## config.mk

```make
export PLATFORM = sky130hd
export DESIGN_NAME = pipelined_adder_flat
export DESIGN_NICKNAME = d
export VERILOG_FILES = /design/src/rtl/pipelined_adder_if.sv /design/src/rtl/pipelined_adder.sv /design/src/flat_wrapper.sv
export SDC_FILE = /design/constraint.sdc
export NUM_CORES = 1
export LEC_CHECK = 0
export BUFFER_PORTS_ARGS = -buffer_cell sky130_fd_sc_hd__buf_2
export CAP_MARGIN = 20
export CORE_MARGIN = 5
export CORE_UTILIZATION = 57
export CTS_CLUSTER_SIZE = 20
export DETAILED_ROUTE_END_ITERATION = 6
export HOLD_SLACK_MARGIN = 0.02
export PLACE_DENSITY = 0.79
export SETUP_SLACK_MARGIN = 0.1
export SLEW_MARGIN = 20
export SYNTH_ARGS = -nofsm -noshare
export SYNTH_HDL_FRONTEND = slang
export SYNTH_SLANG_ARGS = --single-unit
```

## constraint.sdc

```tcl
create_clock -name clk -period 2.1 [get_ports clk]
set_input_delay 0.21 -clock clk [delete_from_list [all_inputs] [get_ports clk]]
set_output_delay 0.21 -clock clk [all_outputs]
set_load 0.03 [all_outputs]
```

## src/rtl/pipelined_adder_if.sv

```systemverilog
// pipelined_adder_if
//   Operand/result handshake bundle for pipelined_adder.
//   Input side  : in_valid/in_ready handshake carrying A, B, Cin, Sub.
//   Output side : out_valid/out_ready handshake carrying Sum, Cout, Ovf.
//   master : the producer/consumer that surrounds the adder.
//   slave  : the adder itself.
interface pipelined_adder_if #(
    parameter int WIDTH = 16
);
    logic             in_valid;
    logic             in_ready;
    logic [WIDTH-1:0] A;
    logic [WIDTH-1:0] B;
    logic             Cin;
    logic             Sub;
    logic             out_valid;
    logic             out_ready;
    logic [WIDTH-1:0] Sum;
    logic             Cout;
    logic             Ovf;

    modport master (
        output in_valid, A, B, Cin, Sub, out_ready,
        input  in_ready, out_valid, Sum, Cout, Ovf
    );

    modport slave (
        input  in_valid, A, B, Cin, Sub, out_ready,
        output in_ready, out_valid, Sum, Cout, Ovf
    );
endinterface

```

## src/rtl/pipelined_adder.sv

```systemverilog
// pipelined_adder
//   Carry-pipelined add/subtract. Each stage adds one STAGE_W-bit slice using
//   the carry registered by the previous stage; operands ride along with the
//   beat and finished sum slices are carried forward, so a full result appears
//   NSTAGES cycles after acceptance. Stalls only when the result is not taken.
//   Ports:
//     clk   : clock, rising edge
//     rst_n : asynchronous active-low reset
//     bus   : pipelined_adder_if.slave (in_valid/in_ready, A, B, Cin, Sub,
//             out_valid/out_ready, Sum, Cout, Ovf)
//   The interface WIDTH must match this module's WIDTH.
module pipelined_adder #(
    parameter int WIDTH   = 16,
    parameter int STAGE_W = 4
) (
    input  logic               clk,
    input  logic               rst_n,
    pipelined_adder_if.slave   bus
);
    localparam int NSTAGES = WIDTH / STAGE_W;
    localparam int MSB     = WIDTH - 1;

    generate
        if ((WIDTH % STAGE_W) != 0) begin : g_bad_width
            $error("pipelined_adder: WIDTH must be a multiple of STAGE_W");
        end
    endgenerate

    // stage registers
    logic             v_q [NSTAGES];
    logic             c_q [NSTAGES];
    logic [WIDTH-1:0] a_q [NSTAGES];
    logic [WIDTH-1:0] b_q [NSTAGES];   // effective B (already inverted for subtract)
    logic [WIDTH-1:0] s_q [NSTAGES];
    logic             ovf_q;

    // per-stage inputs: stage 0 takes the port, stage k takes stage k-1
    logic             pv [NSTAGES];
    logic             pc [NSTAGES];
    logic [WIDTH-1:0] pa [NSTAGES];
    logic [WIDTH-1:0] pb [NSTAGES];
    logic [WIDTH-1:0] ps [NSTAGES];

    logic             c_d [NSTAGES];
    logic [WIDTH-1:0] s_d [NSTAGES];
    logic             ovf_d;
    logic [STAGE_W:0] slice;

    logic             stall;
    logic             adv;

    assign stall = v_q[NSTAGES-1] & ~bus.out_ready;
    assign adv   = ~stall;

    always_comb begin
        pv[0] = bus.in_valid;
        pa[0] = bus.A;
        pb[0] = bus.Sub ? ~bus.B : bus.B;
        pc[0] = bus.Sub ? 1'b1 : bus.Cin;
        ps[0] = '0;
        for (int k = 1; k < NSTAGES; k++) begin
            pv[k] = v_q[k-1];
            pa[k] = a_q[k-1];
            pb[k] = b_q[k-1];
            pc[k] = c_q[k-1];
            ps[k] = s_q[k-1];
        end
    end

    always_comb begin
        slice = '0;
        for (int k = 0; k < NSTAGES; k++) begin
            slice = {1'b0, pa[k][k*STAGE_W +: STAGE_W]}
                  + {1'b0, pb[k][k*STAGE_W +: STAGE_W]}
                  + {{STAGE_W{1'b0}}, pc[k]};
            s_d[k] = ps[k];
            s_d[k][k*STAGE_W +: STAGE_W] = slice[STAGE_W-1:0];
            c_d[k] = slice[STAGE_W];
        end
        // overflow is resolved in the last stage, where the MSB slice is added
        ovf_d = (pa[NSTAGES-1][MSB] == pb[NSTAGES-1][MSB]) &&
                (s_d[NSTAGES-1][MSB] != pa[NSTAGES-1][MSB]);
    end

    always_ff @(posedge clk or negedge rst_n) begin
        if (!rst_n) begin
            for (int k = 0; k < NSTAGES; k++) begin
                v_q[k] <= 1'b0;
                c_q[k] <= 1'b0;
                a_q[k] <= '0;
                b_q[k] <= '0;
                s_q[k] <= '0;
            end
            ovf_q <= 1'b0;
        end else if (adv) begin
            for (int k = 0; k < NSTAGES; k++) begin
                v_q[k] <= pv[k];
                c_q[k] <= c_d[k];
                a_q[k] <= pa[k];
                b_q[k] <= pb[k];
                s_q[k] <= s_d[k];
            end
            ovf_q <= ovf_d;
        end
    end

    assign bus.in_ready  = ~stall;
    assign bus.out_valid = v_q[NSTAGES-1];
    assign bus.Sum       = s_q[NSTAGES-1];
    assign bus.Cout      = c_q[NSTAGES-1];
    assign bus.Ovf       = ovf_q;
endmodule

```

## src/flat_wrapper.sv

```systemverilog
// flat-port wrapper written by rule: the top's interface ports become plain ports
module pipelined_adder_flat 
#(
    parameter int WIDTH   = 16,
    parameter int STAGE_W = 4
)
  (clk, rst_n, bus_in_valid, bus_A, bus_B, bus_Cin, bus_Sub, bus_out_ready, bus_in_ready, bus_out_valid, bus_Sum, bus_Cout, bus_Ovf);
  pipelined_adder_if #(.WIDTH(WIDTH)) bus_i ();
  input  logic clk;
  input  logic rst_n;
  input wire logic [$bits(bus_i.in_valid)-1:0] bus_in_valid;
  input wire logic [$bits(bus_i.A)-1:0] bus_A;
  input wire logic [$bits(bus_i.B)-1:0] bus_B;
  input wire logic [$bits(bus_i.Cin)-1:0] bus_Cin;
  input wire logic [$bits(bus_i.Sub)-1:0] bus_Sub;
  input wire logic [$bits(bus_i.out_ready)-1:0] bus_out_ready;
  output wire logic [$bits(bus_i.in_ready)-1:0] bus_in_ready;
  output wire logic [$bits(bus_i.out_valid)-1:0] bus_out_valid;
  output wire logic [$bits(bus_i.Sum)-1:0] bus_Sum;
  output wire logic [$bits(bus_i.Cout)-1:0] bus_Cout;
  output wire logic [$bits(bus_i.Ovf)-1:0] bus_Ovf;
  assign bus_i.in_valid = bus_in_valid;
  assign bus_i.A = bus_A;
  assign bus_i.B = bus_B;
  assign bus_i.Cin = bus_Cin;
  assign bus_i.Sub = bus_Sub;
  assign bus_i.out_ready = bus_out_ready;
  assign bus_in_ready = bus_i.in_ready;
  assign bus_out_valid = bus_i.out_valid;
  assign bus_Sum = bus_i.Sum;
  assign bus_Cout = bus_i.Cout;
  assign bus_Ovf = bus_i.Ovf;
  pipelined_adder #(.WIDTH(WIDTH), .STAGE_W(STAGE_W)) u_core (.clk(clk), .rst_n(rst_n), .bus(bus_i));
endmodule
```

==> results.py, run 1 <==
metrics = {
    "setup_path": {
        "setup.worst_path.end_class": "flop",
        "worst-path-max-fanout": 2,
        "startpoint_type": "flop",
        "arrival_ns": 2.08,
        "crit_type": "flop to flop",
        "required_ns": 2.34,
    },
    "power": {
        "leakagePower_nw": 2.59,
        "p_total_mw": 7.30,
        "vdd_drop_max_v": 0.00127,
        "powerDensity_nw_per_um2": 1470,
    },
    "die": {
        "die_w_um": 97.3,
        "die_area_sq_um": 9460,
        "ioPinCount": 58,
        "core_area_sq_um": 7330,
        "die_h_um": 97.3,
        "initial_core_util": 0.592,
        "fp-row-count": 31,
    },
    "placement": {
        "portBuffers": 57,
        "gp_congestion": 0.735,
        "dp_hpwl_mm": 5.13,
    },
    "drt": {
        "drcViolationCount": 0,
        "routed-wl-met2_mm": 3.61,
        "highest_layer": "met4",
        "drtIter0Drc": 128,
        "wl_met1_mm": 3.76,
        "ant_nets": 0,
        "via_per_inst": 4.94,
        "routed_wl_mm": 7.82,
        "route.met3.wl_um": 367,
        "wl_per_cell_um": 12.6,
        "dr_total_vias": 3080,
        "drt_pass1_iterations": 5,
    },
    "job": {
        "cap_violations": 0,
    },
    "layout": {
        "final_cell_mix": "211 x nand2_1, 97 x dfrtp_1, 56 x buf_2, 20 x o21ai_0",
        "seq_area_sq_um": 2430,
        "drive_above_1_share": 0.160,
        "finalNetCount": 577,
        "multi_input_area_sq_um": 1730,
        "layout.cells.most_common": "nand2_1",
        "area_growth_pct": 14.2,
        "antenna_cells": 0,
        "fillers": 573,
    },
    "synthesis": {
        "synth_top_family_by_area": "simple AND/OR/NAND/NOR gates",
        "synth_top_area_frac": 0.559,
        "syn-num-nets": 523,
        "synth-seq-cells": 97,
        "synth.area.mux_share": 0.00692,
        "ys_types": 28,
        "synthCells": 465,
        "yosys_warnings": 0,
        "yosysTopAreaCell": "dfrtp_1",
        "yosysSeqAreaShare": 0.559,
        "yosys.area_share.simple": 0.218,
        "netlist_area_sq_um": 4340,
        "syn-mean-instance-area_sq_um": 9.34,
        "synth_xor_xnor_area_share": 0.0403,
        "synth_compound_area_frac": 0.0605,
        "synthTopCellsByArea": "dfrtp_1 56%, nand2_1 18%, fa_1 3.7%",
        "synthAdderAreaFrac": 0.0715,
    },
    "timing": {
        "skew_ns": 0.00749,
        "min_period_ns": 1.84,
        "tightest_slew_ns": 0.519,
        "relSlewSlack": 0.653,
        "slew_viol_final": 0,
        "setup_viol": 0,
        "tns_ns": 0,
        "rsz0062_at_grt": "no",
        "finalHoldViolations": 0,
        "fin_crit_sh": 0.876,
        "fmax_mhz": 544,
    },
    "clocking": {
        "cts_max_level": 3,
        "cts_buffers": 9,
        "cts_tree": "yes",
        "clock_sinks": 97,
        "cts.repair.resized": 0,
        "post-cts-setup-buffers": 0,
        "cts_max_path_buffers": 2,
        "clockRootBuffer": "clkbuf_8",
        "clk_pin_slew_ns": 0.09,
        "clock_latency_ns": 0.36,
    },
    "grt": {
        "grtUsageTotal": 0.177,
        "antenna_found_initial": 0,
        "grt_pass1_wl_mm": 13.8,
        "overflow": 0,
        "first_global_vias": 2989,
        "grt_max_degree": 101,
    },
    "run_status": {
        "status": "finished, final reports clean",
    },
    "hold_path": {
        "hold_path_class": "input pin to flop",
    },
}
cell families (layout without fill, tap and decap cells):
logic type      Yosys count  after routing
simple gates            240            240
flops                    97             97
compound gates           46             46
buf+inv                  39             98
fa+ha+maj                20             20
xor+xnor                 20             20
mux                       3              3
path summary, 6_finish.rpt:
kind	from	to	slack [ns]	cells past startpoint
max	u_core.b_q[52]	u_core.c_q[2]	0.26	5
min	bus_A[5]	u_core.a_q[53]	0.04	3
max reg2reg	u_core.b_q[52]	u_core.c_q[2]	0.26	5
min reg2reg	u_core.bus.Sum[12]	u_core.bus.Sum[12]	0.46	2
max in group asynchronous	rst_n	u_core.a_q[29]	1.28	3
min in group asynchronous	rst_n	u_core.ps[35]	0.44	3
stage by stage:
step / hold WS (ns) / utilization / setup slack (ns) / instances / cell area [sq um]
2_1_floorplan: -0.0856 / - / 0.221 / 465 / 4340
3_3_place_gp: 0.299 / 0.644 / 0.339 / 606 / 4720
3_5_place_dp: 0.303 / 0.644 / 0.311 / 606 / 4720
4_1_cts: 0.0225 / 0.677 / 0.264 / 623 / 4960
5_1_grt: 0.0383 / 0.677 / 0.200 / 623 / 4960
6_report: 0.0366 / 0.677 / 0.261 / 623 / 4960
flip-flops by register name (all words and copies together) (netlist names):
signal,flops
u_core.a_q,24
u_core.b_q,24
u_core.ps,24
u_core.bus.Sum,16
u_core.c_q,3
u_core.pv,3
u_core.bus.Cout,1
u_core.bus.Ovf,1
u_core.bus.out_valid,1
area by class of cell:
cell class,instances,share of cell area
sequential,97,0.489
multi-input combinational,329,0.348
timing repair buffer,66,0.0797
clock buffer,10,0.0277
tap,99,0.0250
clock inverter,6,0.0182
inverter,16,0.0121
power breakdown:
part / internal, mW / switching, mW
Clock: 0.707 / 0.640
Sequential: 2.70 / 0.467
Combinational: 1.06 / 1.73
critical path, cell delays in order, from the launching register on:
cell     delay [ns]
dfrtp_1        0.41
fa_1           0.46
fa_1           0.44
a21o_1         0.21
a21oi_1        0.14
a21oi_1        0.07
cells in the mapped netlist (all sizes together):
cell and count:
nand2 211, dfrtp 97, o21ai 20, buf 17, inv 16, a21oi 15
nor2 13, xnor2 13, ha 12, fa 8, nor2b 7, xor2 7
clkbuf 6, nand3 4, mux2i 3, o2111ai 3, or4 3, a211oi 2
a21boi 2, a21o 2, nand2b 1, o31ai 1, o41ai 1, or2 1
repair_timing:
| action | in CTS | in global routing |
|---|---|---|
| hold buffers | 1 | 0 |
| endpoints found under the hold margin | 97 | 0 |
| setup endpoints to repair | 0 | 0 |
metal layers:
layer	vias to the layer above	GRT usage
met4	0	0.0501
li1	1566	-
met2	69	0.270
met5	-	0
met3	9	0.0459
met1	1436	0.254
Note: power is estimated with default switching activity, not from simulation.
==> run 2: changes to the inputs <==
CORE_MARGIN = not set   (was 5)
==> run 2 against run 1 <==
Compared with the run above:
- sequential power hardly changed
- critical endpoint unchanged
- highest routed layer unchanged
- non-clock buffer count is 1 lower
- global-route usage is 2.7 points higher
- die area is 16% lower
- critical path type unchanged
- sequential share of layout area is 0.54 points higher
==> results.py, run 2 (synthesized netlist as in run 1, its figures left out) <==
metrics = {
    "job": {
        "cap_violations": 0,
    },
    "drt": {
        "wl_per_cell_um": 11.5,
        "via_per_inst": 4.86,
        "ant_nets": 0,
        "drcViolationCount": 0,
        "drt_pass1_iterations": 4,
        "drtIter0Drc": 158,
        "dr_total_vias": 3026,
        "routed_wl_mm": 7.14,
    },
    "die": {
        "die_area_sq_um": 7970,
        "die_h_um": 89.3,
        "die_w_um": 89.3,
        "fp-row-count": 31,
        "ioPinCount": 58,
        "core_area_sq_um": 7290,
        "initial_core_util": 0.595,
    },
    "timing": {
        "skew_ns": 0.00694,
        "rsz0062_at_grt": "no",
        "whs_ns": 0.0432,
        "relSlewSlack": 0.658,
        "min_period_ns": 1.87,
        "fin_crit_sh": 0.890,
        "fmax_mhz": 535,
        "setup_viol": 0,
        "tns_ns": 0,
        "tightest_slew_ns": 0.513,
        "slew_viol_final": 0,
        "finalHoldViolations": 0,
    },
    "run_status": {
        "status": "finished, final reports clean",
    },
    "setup_path": {
        "cp_num_buf_inv": 0,
        "crit_chain": "fa_1, fa_1, a21o_1, a21oi_1, a21oi_1",
        "arrival_ns": 2.09,
        "crit_family": "adder cells",
        "slowest_stage": "fa_1",
        "crit_type": "flop to flop",
        "r2r_slack_ns": 0.23,
        "setup.worst_path.end_class": "flop",
        "worst-path-max-fanout": 2,
        "reg2regPathDepth": 5,
        "worstSetupPathDepth": 5,
        "startpoint_type": "flop",
        "required_ns": 2.33,
        "cpPeakStageDelay_ns": 0.47,
    },
    "clocking": {
        "cts.repair.resized": 0,
        "clock_sinks": 97,
        "cts_max_path_buffers": 2,
        "cts_tree": "yes",
        "clockRootBuffer": "clkbuf_8",
        "clk_pin_slew_ns": 0.09,
        "clock_latency_ns": 0.35,
        "cts_buffers": 9,
        "cts_max_level": 3,
    },
    "grt": {
        "grt_max_degree": 101,
        "grt_pass1_wl_mm": 12.2,
        "antenna_found_initial": 0,
        "first_global_vias": 2773,
        "grtUsageTotal": 0.205,
        "overflow": 0,
    },
    "layout": {
        "final_area_sq_um": 4910,
        "finalNetCount": 576,
        "drive_above_1_share": 0.155,
        "antenna_cells": 0,
        "area_growth_pct": 13.0,
        "fin_cells": 622,
        "layout.cells.most_common": "nand2_1",
        "final_cell_mix": "211 x nand2_1, 97 x dfrtp_1, 56 x buf_2, 20 x o21ai_0",
    },
    "placement": {
        "portBuffers": 57,
        "place_inst": 605,
        "dp_hpwl_mm": 4.82,
        "gp_congestion": 0.777,
        "place_area_sq_um": 4700,
    },
    "hold_path": {
        "hold_depth": 3,
        "hold_path_class": "input pin to flop",
    },
    "power": {
        "vdd_drop_max_v": 0.00114,
        "powerDensity_nw_per_um2": 1440,
        "p_total_mw": 7.05,
        "leakagePower_nw": 2.57,
    },
}
## run 2: changes by cell type in the layout (fill, tap and decap cells not counted)
cell       delta
buf_12        -1
bufinv_16     -2
clkbuf_1      +2
clkbuf_8      +3
clkinv_2      -1
clkinv_4      -1
inv_6         -1
## run 2: path summary, 6_finish.rpt
path	startpoint	to
max in group asynchronous	rst_n	u_core.b_q[57]
min in group asynchronous	rst_n	u_core.ps[35]
setup / recovery	u_core.b_q[52]	u_core.c_q[2]
hold / removal	bus_A[14]	u_core.a_q[62]
hold reg to reg	u_core.bus.Sum[10]	u_core.bus.Sum[10]
setup reg to reg	u_core.b_q[52]	u_core.c_q[2]
## run 2: metrics by stage
step | worst slack, ns | utilization
floorplan | 0.221 | -
global placement | 0.323 | 0.645
detailed placement | 0.312 | 0.645
CTS | 0.220 | 0.673
global route | 0.166 | 0.673
finish | 0.231 | 0.673
## run 2: tightest hold or removal path, stage by stage
cell	delay (ns)
buf_2	0.07
nand2_1	0.04
nand2_1	0.05
## run 2: area by class of cell
type,count,area [sq um]
sequential,97,2430
fill,634,2390
multi-input combinational,329,1730
timing repair buffer,65,375
clock buffer,15,186
tap,99,124
inverter,16,60.1
clock inverter,1,7.51
## run 2: report_power, final
group / switching (mW) / internal [mW]
logic: 1.71 / 1.04
registers: 0.452 / 2.70
clock network: 0.585 / 0.562
total: 2.75 / 4.30
## run 2: timing repair
action | CTS | global route
endpoints found under the hold margin | 37 | 0
setup endpoints to repair | 0 | 0
setup buffers | 0 | 0
hold buffers | 1 | 0
## run 2: layer usage
metal	vias to the layer above	wire, um	part of all wire	GRT usage
met4	0	157	0.022	0.0981
li1	1570	-	-	-
met1	1384	3500	0.49	0.273
met2	59	3240	0.45	0.320
met5	-	0	0	0
met3	13	240	0.034	0.0462
==> run 3: changes to the inputs <==
GPL_TIMING_DRIVEN = 0   (was not set)
==> run 3 against run 2 <==
Compared with the run above:
- count of clock-buffer cells in the layout down 5
- design area up 2.5%
- power up 7.0%
- clock skew up 0.0085 ns
- first-iteration DRC count up 33%
- die area unchanged
- core utilization up 1.7 points
- critical path type is now flop to output port
- cell count up 2.6%
- non-clock buffer count up 16
- maximum frequency down 0.25%
- critical path depth unchanged
==> results.py, run 3 (synthesized netlist as in run 1, its figures left out) <==
metrics = {
    "timing": {
        "skew_ns": 0.0155,
        "slew_viol_final": 0,
        "finalHoldViolations": 0,
        "relSlewSlack": 0.663,
        "setup_viol": 0,
        "tightest_slew_ns": 0.506,
        "rsz0062_at_grt": "no",
        "fin_ws_ns": 0.226,
        "tns_ns": 0,
        "min_period_ns": 1.87,
        "fmax_mhz": 534,
        "whs_ns": 0.0267,
        "fin_crit_sh": 0.892,
    },
    "hold_path": {
        "hp-start": "bus_in_valid",
        "min_to": "u_core.pv[2]",
        "hold_path_class": "input pin to flop",
        "hold_depth": 3,
    },
    "placement": {
        "place_inst": 621,
        "dp_slack_ns": 0.0920,
        "dp_hpwl_mm": 6.16,
        "portBuffers": 56,
        "gp_congestion": 0.816,
        "place_area_sq_um": 4780,
    },
    "run_status": {
        "status": "finished, final reports clean",
    },
    "layout": {
        "fin_cells": 638,
        "layout.cells.most_common": "nand2_1",
        "area_growth_pct": 15.9,
        "final_area_sq_um": 5030,
        "drive_above_1_share": 0.171,
        "final_cell_mix": "211 x nand2_1, 97 x dfrtp_1, 65 x buf_2, 20 x o21ai_0",
        "antenna_cells": 0,
        "finalNetCount": 592,
    },
    "die": {
        "die_h_um": 89.3,
        "die_area_sq_um": 7970,
        "initial_core_util": 0.595,
        "core_area_sq_um": 7290,
        "fp-row-count": 31,
        "ioPinCount": 58,
        "die_w_um": 89.3,
    },
    "clocking": {
        "cts.repair.resized": 0,
        "clock_sinks": 97,
        "clockRootBuffer": "clkbuf_8",
        "cts_buffers": 9,
        "cts_max_level": 3,
        "clock_latency_ns": 0.37,
        "cts_max_path_buffers": 2,
        "cts_tree": "yes",
        "clk_pin_slew_ns": 0.10,
    },
    "grt": {
        "grt_pass1_wl_mm": 14.5,
        "overflow": 0,
        "grtUsageTotal": 0.247,
        "grt_max_degree": 51,
        "antenna_found_initial": 0,
        "first_global_vias": 3049,
    },
    "drt": {
        "dr_total_vias": 3191,
        "drcViolationCount": 0,
        "via_per_inst": 5.00,
        "ant_nets": 0,
        "drtIter0Drc": 210,
        "routed_wl_mm": 8.64,
        "wl_per_cell_um": 13.5,
        "drt_pass1_iterations": 4,
    },
    "setup_path": {
        "required_ns": 1.89,
        "setup.worst_path.end_class": "output port",
        "rr_startpoint": "u_core.b_q[52]",
        "arrival_ns": 1.66,
        "startpoint_type": "flop",
        "crit_type": "flop to output port",
        "worst-path-max-fanout": 10,
        "reg2regPathDepth": 5,
        "r2r_slack_ns": 0.23,
        "worst_r2r_endpoint": "u_core.c_q[2]",
    },
    "power": {
        "switchingPower_mw": 2.95,
        "vdd_drop_max_v": 0.000622,
        "p_clk_frac": 0.191,
        "intPower_mw": 4.59,
        "leakagePower_nw": 2.64,
        "p_seq_frac": 0.423,
        "powerDensity_nw_per_um2": 1500,
        "combPwrFrac": 0.386,
        "swShare": 0.391,
    },
    "job": {
        "cap_violations": 0,
    },
}
## run 3: cell count changes in the layout (fill, tap and decap cells not counted), sizes merged
cell / before / now
clkbuf: 15 / 16
clkinv: 0 / 1
bufinv: 0 / 3
inv: 16 / 18
buf: 64 / 74
clkinvlp: 1 / 0
## run 3: final cells by class
class	instances	area (sq um)
buffer	23	129
clock buffer	10	128
clock inverter	6	113
fill	611	2260
inverter	16	60.1
multi-input combinational	329	1730
sequential	97	2430
tap	99	124
timing repair buffer	58	324
## run 3: worst max path at each step
stage	from	endpoint	slack [ns]	cells after the start
finish	u_core.bus.out_valid	bus_in_ready	0.23	5
global route	u_core.b_q[52]	u_core.c_q[2]	0.17	5
CTS	u_core.b_q[52]	u_core.c_q[2]	0.23	5
detailed placement	bus_Sub	u_core.ps[33]	0.09	7
global placement	rst_n	u_core.bus.Sum[15]	-0.06	1
floorplan	bus_Sub	u_core.ps[33]	0.22	7
## run 3: layer usage
| metal | global-route usage | vias up | wire length, um |
|---|---|---|---|
| li1 | - | 1598 | - |
| met1 | 0.336 | 1501 | 3960 |
| met2 | 0.405 | 77 | 4170 |
| met3 | 0.0295 | 15 | 347 |
| met4 | 0.104 | 0 | 164 |
| met5 | 0 | - | 0 |
## run 3: power by group through the flow
stage,Clock (mW),Combinational (mW),Sequential [mW]
2_1_floorplan,0,1.80,3.45
3_3_place_gp,0,2.78,3.17
3_5_place_dp,0,2.89,3.22
4_1_cts,1.45,2.92,3.19
5_1_grt,1.52,3.31,3.30
6_report,1.44,2.91,3.19
## run 3: critical path, stage by stage (launching register included)
cell and delay (ns):
dfrtp_1 0.40, nor2b_4 0.13, buf_6 0.14, inv_2 0.10, buf_2 0.27, buf_2 0.25
## run 3: timing repair
action / 4_1_cts / 5_1_grt
hold buffers: 1 / 0
setup buffers: 0 / 0
endpoints found under the hold margin: 47 / 0
## run 3: through the flow
step | total power, mW | util
after floorplan | 5.24 | -
after global placement | 5.95 | 0.651
after detailed placement | 6.11 | 0.655
after CTS | 7.56 | 0.690
after global routing | 8.13 | 0.690
final | 7.54 | 0.690
